### src/rtl/td4_pkg.sv
// Shared TD4 definitions: execution-controller state encoding and the CPU
// opcode map, reused by the CPU core and the assembler tests.
package td4_pkg;

  typedef enum logic [2:0] {
    ST_RSTHOLD = 3'd0,
    ST_IDLE    = 3'd1,
    ST_RUN     = 3'd2,
    ST_STEP    = 3'd3,
    ST_CHECK   = 3'd4
  } ctrl_state_e;

  // Upper nibble of each TD4 instruction byte; the lower nibble is the immediate.
  localparam logic [3:0] OP_ADD_A   = 4'b0000;
  localparam logic [3:0] OP_MOV_A_B = 4'b0001;
  localparam logic [3:0] OP_IN_A    = 4'b0010;
  localparam logic [3:0] OP_MOV_A   = 4'b0011;
  localparam logic [3:0] OP_MOV_B_A = 4'b0100;
  localparam logic [3:0] OP_ADD_B   = 4'b0101;
  localparam logic [3:0] OP_IN_B    = 4'b0110;
  localparam logic [3:0] OP_MOV_B   = 4'b0111;
  localparam logic [3:0] OP_OUT_B   = 4'b1001;
  localparam logic [3:0] OP_OUT_IM  = 4'b1011;
  localparam logic [3:0] OP_JNC     = 4'b1110;
  localparam logic [3:0] OP_JMP     = 4'b1111;

  function automatic logic is_jump(input logic [3:0] op);
    return (op == OP_JNC) || (op == OP_JMP);
  endfunction

endpackage

### src/rtl/td4_prescaler.sv
// Run-rate prescaler: counts 0..div while enabled and ticks on the last count.
module td4_prescaler #(
  parameter int DIV_W = 16
) (
  input  logic             CLOCK,
  input  logic             RESET_N,
  input  logic             clear,
  input  logic             enable,
  input  logic [DIV_W-1:0] div,
  output logic             tick
);

  logic [DIV_W-1:0] cnt;

  // >= so that lowering div below the running count still ticks at the next compare.
  assign tick = enable && (cnt >= div);

  // NOTE: sequential state always uses non-blocking assignments so every
  // register samples the pre-edge values of its neighbours.
  always_ff @(posedge CLOCK or negedge RESET_N) begin
    if (!RESET_N) begin
      cnt <= '0;
    end else if (clear || tick) begin
      cnt <= '0;
    end else if (enable) begin
      cnt <= cnt + 1'b1;
    end
  end

endmodule

### src/rtl/td4_exec_ctrl.sv
// TD4 execution controller: CPU reset sequencing, free-run / single-step
// clock-enable generation, and breakpoint / self-jump halt detection.
module td4_exec_ctrl
  import td4_pkg::*;
#(
  parameter int PC_W       = 8,
  parameter int RST_CYCLES = 4,
  parameter int DIV_W      = 16
) (
  input  logic             CLOCK,
  input  logic             RESET_N,
  input  logic             run_req,
  input  logic             step_req,
  input  logic             halt_req,
  input  logic             soft_rst_req,
  input  logic [DIV_W-1:0] div,
  input  logic             bp_en,
  input  logic [PC_W-1:0]  bp_addr,
  input  logic [PC_W-1:0]  pc,
  output logic             cpu_ce,
  output logic             cpu_rst,
  output logic [2:0]       state,
  output logic             halted_bp,
  output logic             halted_loop,
  output logic [15:0]      step_count
);

  localparam int RC_W = (RST_CYCLES > 1) ? $clog2(RST_CYCLES) : 1;

  ctrl_state_e      state_q, state_d;
  logic [RC_W-1:0]  rst_cnt;
  logic             rst_done;
  logic             halt_pend;
  logic             from_step;
  logic [PC_W-1:0]  pc_prev;
  logic             tick;
  logic             bp_hit, loop_hit, halt_now;
  logic             set_bp, set_loop;

  td4_prescaler #(.DIV_W(DIV_W)) u_prescaler (
    .CLOCK   (CLOCK),
    .RESET_N (RESET_N),
    .clear   (state_q != ST_RUN),
    .enable  (state_q == ST_RUN),
    .div     (div),
    .tick    (tick)
  );

  assign rst_done = (rst_cnt == RC_W'(RST_CYCLES - 1));
  assign bp_hit   = bp_en && (pc == bp_addr);
  assign loop_hit = (pc == pc_prev);
  // A halt that arrived with the enable pulse is remembered into CHECK.
  assign halt_now = halt_req || halt_pend;
  assign state    = state_q;

  always_ff @(posedge CLOCK or negedge RESET_N) begin
    if (!RESET_N) state_q <= ST_RSTHOLD;
    else          state_q <= state_d;
  end

  // NOTE: every combinational output gets a default first, so no path can
  // leave it unassigned and infer a latch.
  always_comb begin
    state_d = state_q;
    if (soft_rst_req) begin
      state_d = ST_RSTHOLD;
    end else begin
      case (state_q)
        ST_RSTHOLD: if (rst_done) state_d = ST_IDLE;
        ST_IDLE: begin
          if (step_req)     state_d = ST_STEP;
          else if (run_req) state_d = ST_RUN;
        end
        ST_RUN: begin
          if (tick)          state_d = ST_CHECK;
          else if (halt_req) state_d = ST_IDLE;
        end
        ST_STEP:  state_d = ST_CHECK;
        ST_CHECK: begin
          if (halt_now || bp_hit || loop_hit || from_step) state_d = ST_IDLE;
          else                                             state_d = ST_RUN;
        end
        default:  state_d = ST_RSTHOLD;
      endcase
    end
  end

  always_comb begin
    cpu_ce   = 1'b0;
    cpu_rst  = 1'b0;
    set_bp   = 1'b0;
    set_loop = 1'b0;
    case (state_q)
      ST_RSTHOLD: cpu_rst = 1'b1;
      ST_RUN:     cpu_ce  = tick && !soft_rst_req;
      ST_STEP:    cpu_ce  = !soft_rst_req;
      ST_CHECK: begin
        if (!soft_rst_req && !halt_now) begin
          set_bp   = bp_hit;
          set_loop = !bp_hit && loop_hit;
        end
      end
      default: ;
    endcase
  end

  always_ff @(posedge CLOCK or negedge RESET_N) begin
    if (!RESET_N) begin
      rst_cnt     <= '0;
      halt_pend   <= 1'b0;
      from_step   <= 1'b0;
      pc_prev     <= '0;
      step_count  <= '0;
      halted_bp   <= 1'b0;
      halted_loop <= 1'b0;
    end else begin
      // Hold counter runs only while staying in RSTHOLD; a soft reset restarts it.
      if (state_q == ST_RSTHOLD && state_d == ST_RSTHOLD && !soft_rst_req)
        rst_cnt <= rst_cnt + 1'b1;
      else
        rst_cnt <= '0;

      halt_pend <= cpu_ce && halt_req;
      if (state_q == ST_IDLE) from_step <= (state_d == ST_STEP);
      if (cpu_ce) pc_prev <= pc;

      if (state_d == ST_RSTHOLD) begin
        step_count  <= '0;
        halted_bp   <= 1'b0;
        halted_loop <= 1'b0;
      end else begin
        if (cpu_ce && step_count != 16'hFFFF) step_count <= step_count + 16'd1;
        if (state_q == ST_IDLE && state_d != ST_IDLE) begin
          halted_bp   <= 1'b0;
          halted_loop <= 1'b0;
        end else begin
          if (set_bp)   halted_bp   <= 1'b1;
          if (set_loop) halted_loop <= 1'b1;
        end
      end
    end
  end

endmodule
### config.mk
export PLATFORM = sky130hd
export DESIGN_NAME = td4_exec_ctrl
export DESIGN_NICKNAME = d
export VERILOG_FILES = /design/src/rtl/td4_pkg.sv /design/src/rtl/td4_prescaler.sv /design/src/rtl/td4_exec_ctrl.sv
export SDC_FILE = /design/constraint.sdc
export NUM_CORES = 1
export LEC_CHECK = 0
export BUFFER_PORTS_ARGS = -buffer_cell sky130_fd_sc_hd__buf_2
export CORE_UTILIZATION = 59
export CTS_BUF_LIST = sky130_fd_sc_hd__clkbuf_16
export DETAILED_ROUTE_END_ITERATION = 8
export GPL_ROUTABILITY_DRIVEN = 0
export PLACE_DENSITY = 0.85
export SYNTH_ARGS = -nofsm -noshare
export SYNTH_HDL_FRONTEND = slang
export SYNTH_SLANG_ARGS = --single-unit
### constraint.sdc
create_clock -name CLOCK -period 8.85 [get_ports CLOCK]
set_clock_uncertainty 0.2 [all_clocks]
set_input_delay 1.77 -clock CLOCK [delete_from_list [all_inputs] [get_ports CLOCK]]
set_output_delay 1.77 -clock CLOCK [all_outputs]
set_load 0.01 [all_outputs]
* Word level (Yosys, flattened, before mapping) *
Index checks and enable logic that the tools add are counted.

storage, ports and cells
  memory bits (writable) = 0
  register bits = 49
  bits in latches = 0
  memories kept = 0
  input port bits = 39
  ROM bits = 0

operators by class
  mux-type cells = 25
  $add $sub $neg = 3
  $mul = 0
  $lt $le $gt $ge = 1
  div/mod/pow operators = 0
  bitwise gates (word level) = 0
  shifts and indexed selects = 0
  reduce and logical (&&, ||, !) cells = 24
  equal/unequal tests = 11

operator list
  operator                 count
  $mux W16                 4
  $add A16 B1 Y16 const B  2
  $mux W3                  6
  $eq A8 B8 Y1             2
  $ge A16 B16 Y1           1
  $ne A16 B16 Y1 const B   1
  $pmux W3 S5              1
  $mux W1                  11
  $logic_and A1 B1 Y1      10
  $eq A3 B2 Y1 const B     3
  $logic_not A3 Y1         2
  $reduce_bool A3 Y1       2
  $logic_or A1 B1 Y1       5
  $mux W2                  2
  $reduce_bool A2 Y1       2
  $eq A3 B1 Y1 const B     1
  $eq A3 B3 Y1 const B     1
  $logic_not A1 Y1         3
  $ne A3 B1 Y1 const B     1
  $ne A3 B2 Y1 const B     1
  $add A2 B1 Y2 const B    1
  $eq A2 B2 Y1 const B     1
  $pmux W1 S2              1

* Depth between registers and ports, before layout *
  depth after elaboration = 12
  mapped depth = 10
  gate-level depth less buffers = 8

* By module *
Synthesis repeated with hierarchy kept, for this count alone.

second synthesis, totals
  cells, all modules = 323
  area total of the unflattened synthesis = 3108.0 µm²

by module, submodules not included
  module         cells each  area an instance (µm²)  instances
  td4_exec_ctrl  184         1900.6                  1
  td4_prescaler  139         1207.4                  1

* Worst setup path before layout *
OpenSTA, ideal clock, no wires.

  kind = input-to-output
  start = input div[15]
  end = output cpu_ce
  arrival = 3.468 ns
  stages = 8
  path buffers = 2
  setup slack = 3.412 ns
  cells stage by stage = inv_1 -> ha_1 -> nand4_1 -> or4_4 -> o21a_4 -> buf_6 -> clkbuf_1 -> nor2_1

between the ends
  longest elaborated chain between the ends = 4

RTL lines
  what                 line                 text
  start, declared      td4_exec_ctrl.sv:16  input logic [DIV_W-1:0] div,
  $ge A16 B16 Y1       td4_prescaler.sv:16  assign tick = enable && (cnt >= div);
  $logic_and A1 B1 Y1  td4_prescaler.sv:16
  $logic_and A1 B1 Y1  td4_exec_ctrl.sv:95  ST_RUN: cpu_ce = tick && !soft_rst_req;
  $pmux W1 S2          td4_exec_ctrl.sv:93  case (state_q)
  end, declared        td4_exec_ctrl.sv:20  output logic cpu_ce,

No other way between the ends.

* Worst setup path in the final report *
  start = input div[0]
  end = output cpu_ce

The elaborated chain is that of the path after synthesis.

==> flow_summary.yaml <==
synth:
  synth_top_area_share_pct: 40.7
  async_flop_share_pct: 100
  ys_dominant_reg_cell: "sky130_fd_sc_hd__dfrtp_1"
  yosysWarningCount: 0
  syn_area_sq_mm: 0.00301
  synth.top_cells.by_count: "sky130_fd_sc_hd__dfrtp_1, sky130_fd_sc_hd__nor2_1, sky130_fd_sc_hd__nand2_1"
  yosys.area.top_type: "sky130_fd_sc_hd__dfrtp_1"
  synth-seq-area-share_pct: 40.7
  syn-mean-instance-area_sq_um: 9.27
  syn-instance-count: 325
  number_of_enable_flip_flop_cells_after_synthesis: 0
  synthMostInstantiatedCell: "sky130_fd_sc_hd__dfrtp_1"
  synth_top_cells_by_area: "sky130_fd_sc_hd__dfrtp_1, sky130_fd_sc_hd__ha_1, sky130_fd_sc_hd__xor2_1"
  yosysUniqueCellTypes: 44
  synth_nets: 383
  number_of_synthesized_register_bits: 49
worst_hold_path:
  timing.hold.worst.class: "flip-flop to flip-flop"
  hold_path_end: "rst_cnt[0]"
  hold_depth: 1
  start_point_of_the_worst_min_delay_path: "rst_cnt[0]"
pwr:
  worst_ir_drop_vdd_mv: 0.108
  design_power_total_uw: 492
  power_density_mw_per_mm2: 141
  p_leak_nw: 1.69
finish:
  fraction_of_layout_instances_using_a_drive_strength_above_1_pct: 21.3
  post_synthesis_to_final_layout_area_growth_pct: 15.4
  multiInputGateArea_sq_mm: 0.00166
  fillCellCount: 391
  stdcell_count: 447
  final-seq-area_sq_mm: 0.00123
  antenna-diode-count: 0
  nNetsFinal: 439
cts:
  cts.sink_count: 49
  tritoncts: "yes"
  number_of_buffers_inserted_by_hold_repair_at_cts: 0
  clk-insertion-delay-late_ns: 0.28
  clkSlewWorstSetupHoldPaths_ns: 0.06
  clock_tree.buffer_depth: 2
  cts_post_setup_buffers_inserted: 0
  cts.htree.levels: 2
  cts.repair.resized: 0
  cts-buffers-inserted: 5
  root_driver: "sky130_fd_sc_hd__clkbuf_16"
placement:
  place_worst_setup_slack_ns: 3.38
  numPortBuffers: 61
  dp_cells: 441
  place.detailed.hpwl_mm: 4.56
drt:
  drt-initial-drc-count: 92
  ant_nets: 0
  detail_route.wl_per_cell_um: 13.9
  wl_mm: 6.19
  via_count: 2505
  drt-vias-per-instance: 5.60
  post-route-drc-count: 0
  dr_pass1_iterations: 4
setup_path:
  timing.reg2reg.setup_slack_ns: 5.99
  depth_of_the_worst_register_to_register_path: 6
  cp_data_arrival_time_ns: 3.46
  crit_top_cell: "sky130_fd_sc_hd__buf_2"
  timing.critical_path.max_delay_family: "compound AO/OA/AOI/OAI gates"
  crit_fanout: 21
  critical_path.startpoint_type: "input pin"
  cp_slowest_cell: "sky130_fd_sc_hd__a2111oi_0"
  crit_chain: "buf_2 -> ha_1 -> nand2b_1 -> a2111oi_0 -> o31a_1 -> o21a_4 -> nor2_1 -> buf_2"
  crit_path_max_incr_delay_ns: 0.41
  crit_type: "input pin to output port"
  timing.rr.start: "u_prescaler.cnt[13]"
  critical_r2r_capture: "pc_prev[2]"
  path_buf_inv: 2
  worstSetupEndpointType: "output port"
  critical_path_required_ns: 6.88
timing:
  unrepaired_setup_endpoints_after_global_routing: "false"
  slew-limit-headroom_pct: 30.1
  setup_tns_ns: 0
  worst-slew-pin-transition_ns: 1.05
  post-route-period-util_pct: 61.4
  final-hold-violation-count: 0
  timing_max_transition_violations_final: 0
  setup_viol: 0
  fmax_mhz: 184
  final_critical_path_setup_slack_ns: 3.42
  final.min_clock_period_ns: 5.43
global_route:
  groute.usage.overall_pct: 25.6
  global_route.overflow_total: 0
  antenna_violations_before_repair: 0
  grt_first_pass_wirelength_mm: 10.6
  first_global_vias: 2405
  pin_count_of_the_biggest_net_entering_global_routing: 50
floorplan:
  row_cnt: 25
  floorplan.die.width_um: 73.5
  initial_core_util_pct: 62.6
  io-pin-count: 62
  core-area_sq_mm: 0.00482
  fp.dieArea_sq_mm: 0.00540
  die_height_um: 73.5
status:
  status: "finished clean"
run:
  maxcap_violations: 0
[layer usage]
metal	global-route usage (%)	routed length, um	part of all wire (%)
met3	4.12	223	3.6
met1	31.5	2690	43
met2	46.3	3200	52
met4	7.26	74	1.2
met5	0	0	0
[worst max-delay path by stage]
stage,from,to,slack [ns],cells after the start
2_1_floorplan,div[15],cpu_ce,3.41,8
3_3_place_gp,div[0],cpu_ce,3.42,8
3_5_place_dp,div[0],cpu_ce,3.38,8
4_1_cts,div[0],cpu_ce,3.37,8
5_1_grt,div[0],cpu_ce,3.21,8
6_report,div[0],cpu_ce,3.42,8
[cell families (layout without fill, tap and decap cells)]
kind of cell	after synthesis	after routing	share of synthesized area, %
buffers and inverters	31	86	4.15
adder cells (fa/ha/maj)	19	19	7.89
flip-flops	49	49	40.7
AO/OA/AOI/OAI	39	39	8.80
AND/OR/NAND/NOR	139	139	23.5
multiplexers	18	18	6.31
XOR/XNOR	30	30	8.72
[worst reg2reg max path: cells and delay by family, from the launching register on]
kind | cells | cell delay, ns
simple gates | 3 | 1.11
mux | 1 | 0.40
compound gates | 1 | 0.29
fa+ha+maj | 1 | 0.31
flops | 1 | 0.42
[area by class of cell]
| class | instances | share of cell area (%) |
|---|---|---|
| Clock buffer | 5 | 3.60 |
| Clock inverter | 1 | 0.144 |
| Inverter | 19 | 2.05 |
| Multi-Input combinational cell | 245 | 47.8 |
| Sequential cell | 49 | 35.2 |
| Tap cell | 67 | 2.41 |
| Timing Repair Buffer | 61 | 8.77 |
[cells in the final DEF, fill, tap and decap left out, types with 11 or more instances in the layout]
cell                      instances
sky130_fd_sc_hd__buf_2           61
sky130_fd_sc_hd__dfrtp_1         49
sky130_fd_sc_hd__nor2_1          33
sky130_fd_sc_hd__nand2_1         27
sky130_fd_sc_hd__xor2_1          23
sky130_fd_sc_hd__inv_1           19
sky130_fd_sc_hd__ha_1            19
sky130_fd_sc_hd__nand3_1         12
sky130_fd_sc_hd__a21oi_1         12
sky130_fd_sc_hd__and3_1          11
[sequential cells by signal, indices dropped and copies added (netlist names)]
name,count
pc_prev,8
from_step,1
state,3
halt_pend,1
u_prescaler.cnt,16
halted_loop,1
rst_cnt,2
step_count,16
halted_bp,1
[power breakdown]
group	switching [mW]	internal (mW)	leakage, nW
Clock	0.0755	0.101	0.0655
Combinational	0.0473	0.0292	0.947
Sequential	0.00666	0.233	0.682
[through the flow]
stage / util [%] / hold slack, ns / cell area (sq um)
6_report: 72.2 / 0.252 / 3480
5_1_grt: 72.2 / 0.284 / 3480
4_1_cts: 72.2 / 0.253 / 3480
3_5_place_dp: 69.5 / 0.245 / 3350
3_3_place_gp: 69.5 / 0.226 / 3350
2_1_floorplan: - / 0.215 / 3010
No activity file was read; power rests on OpenSTA's default activity.
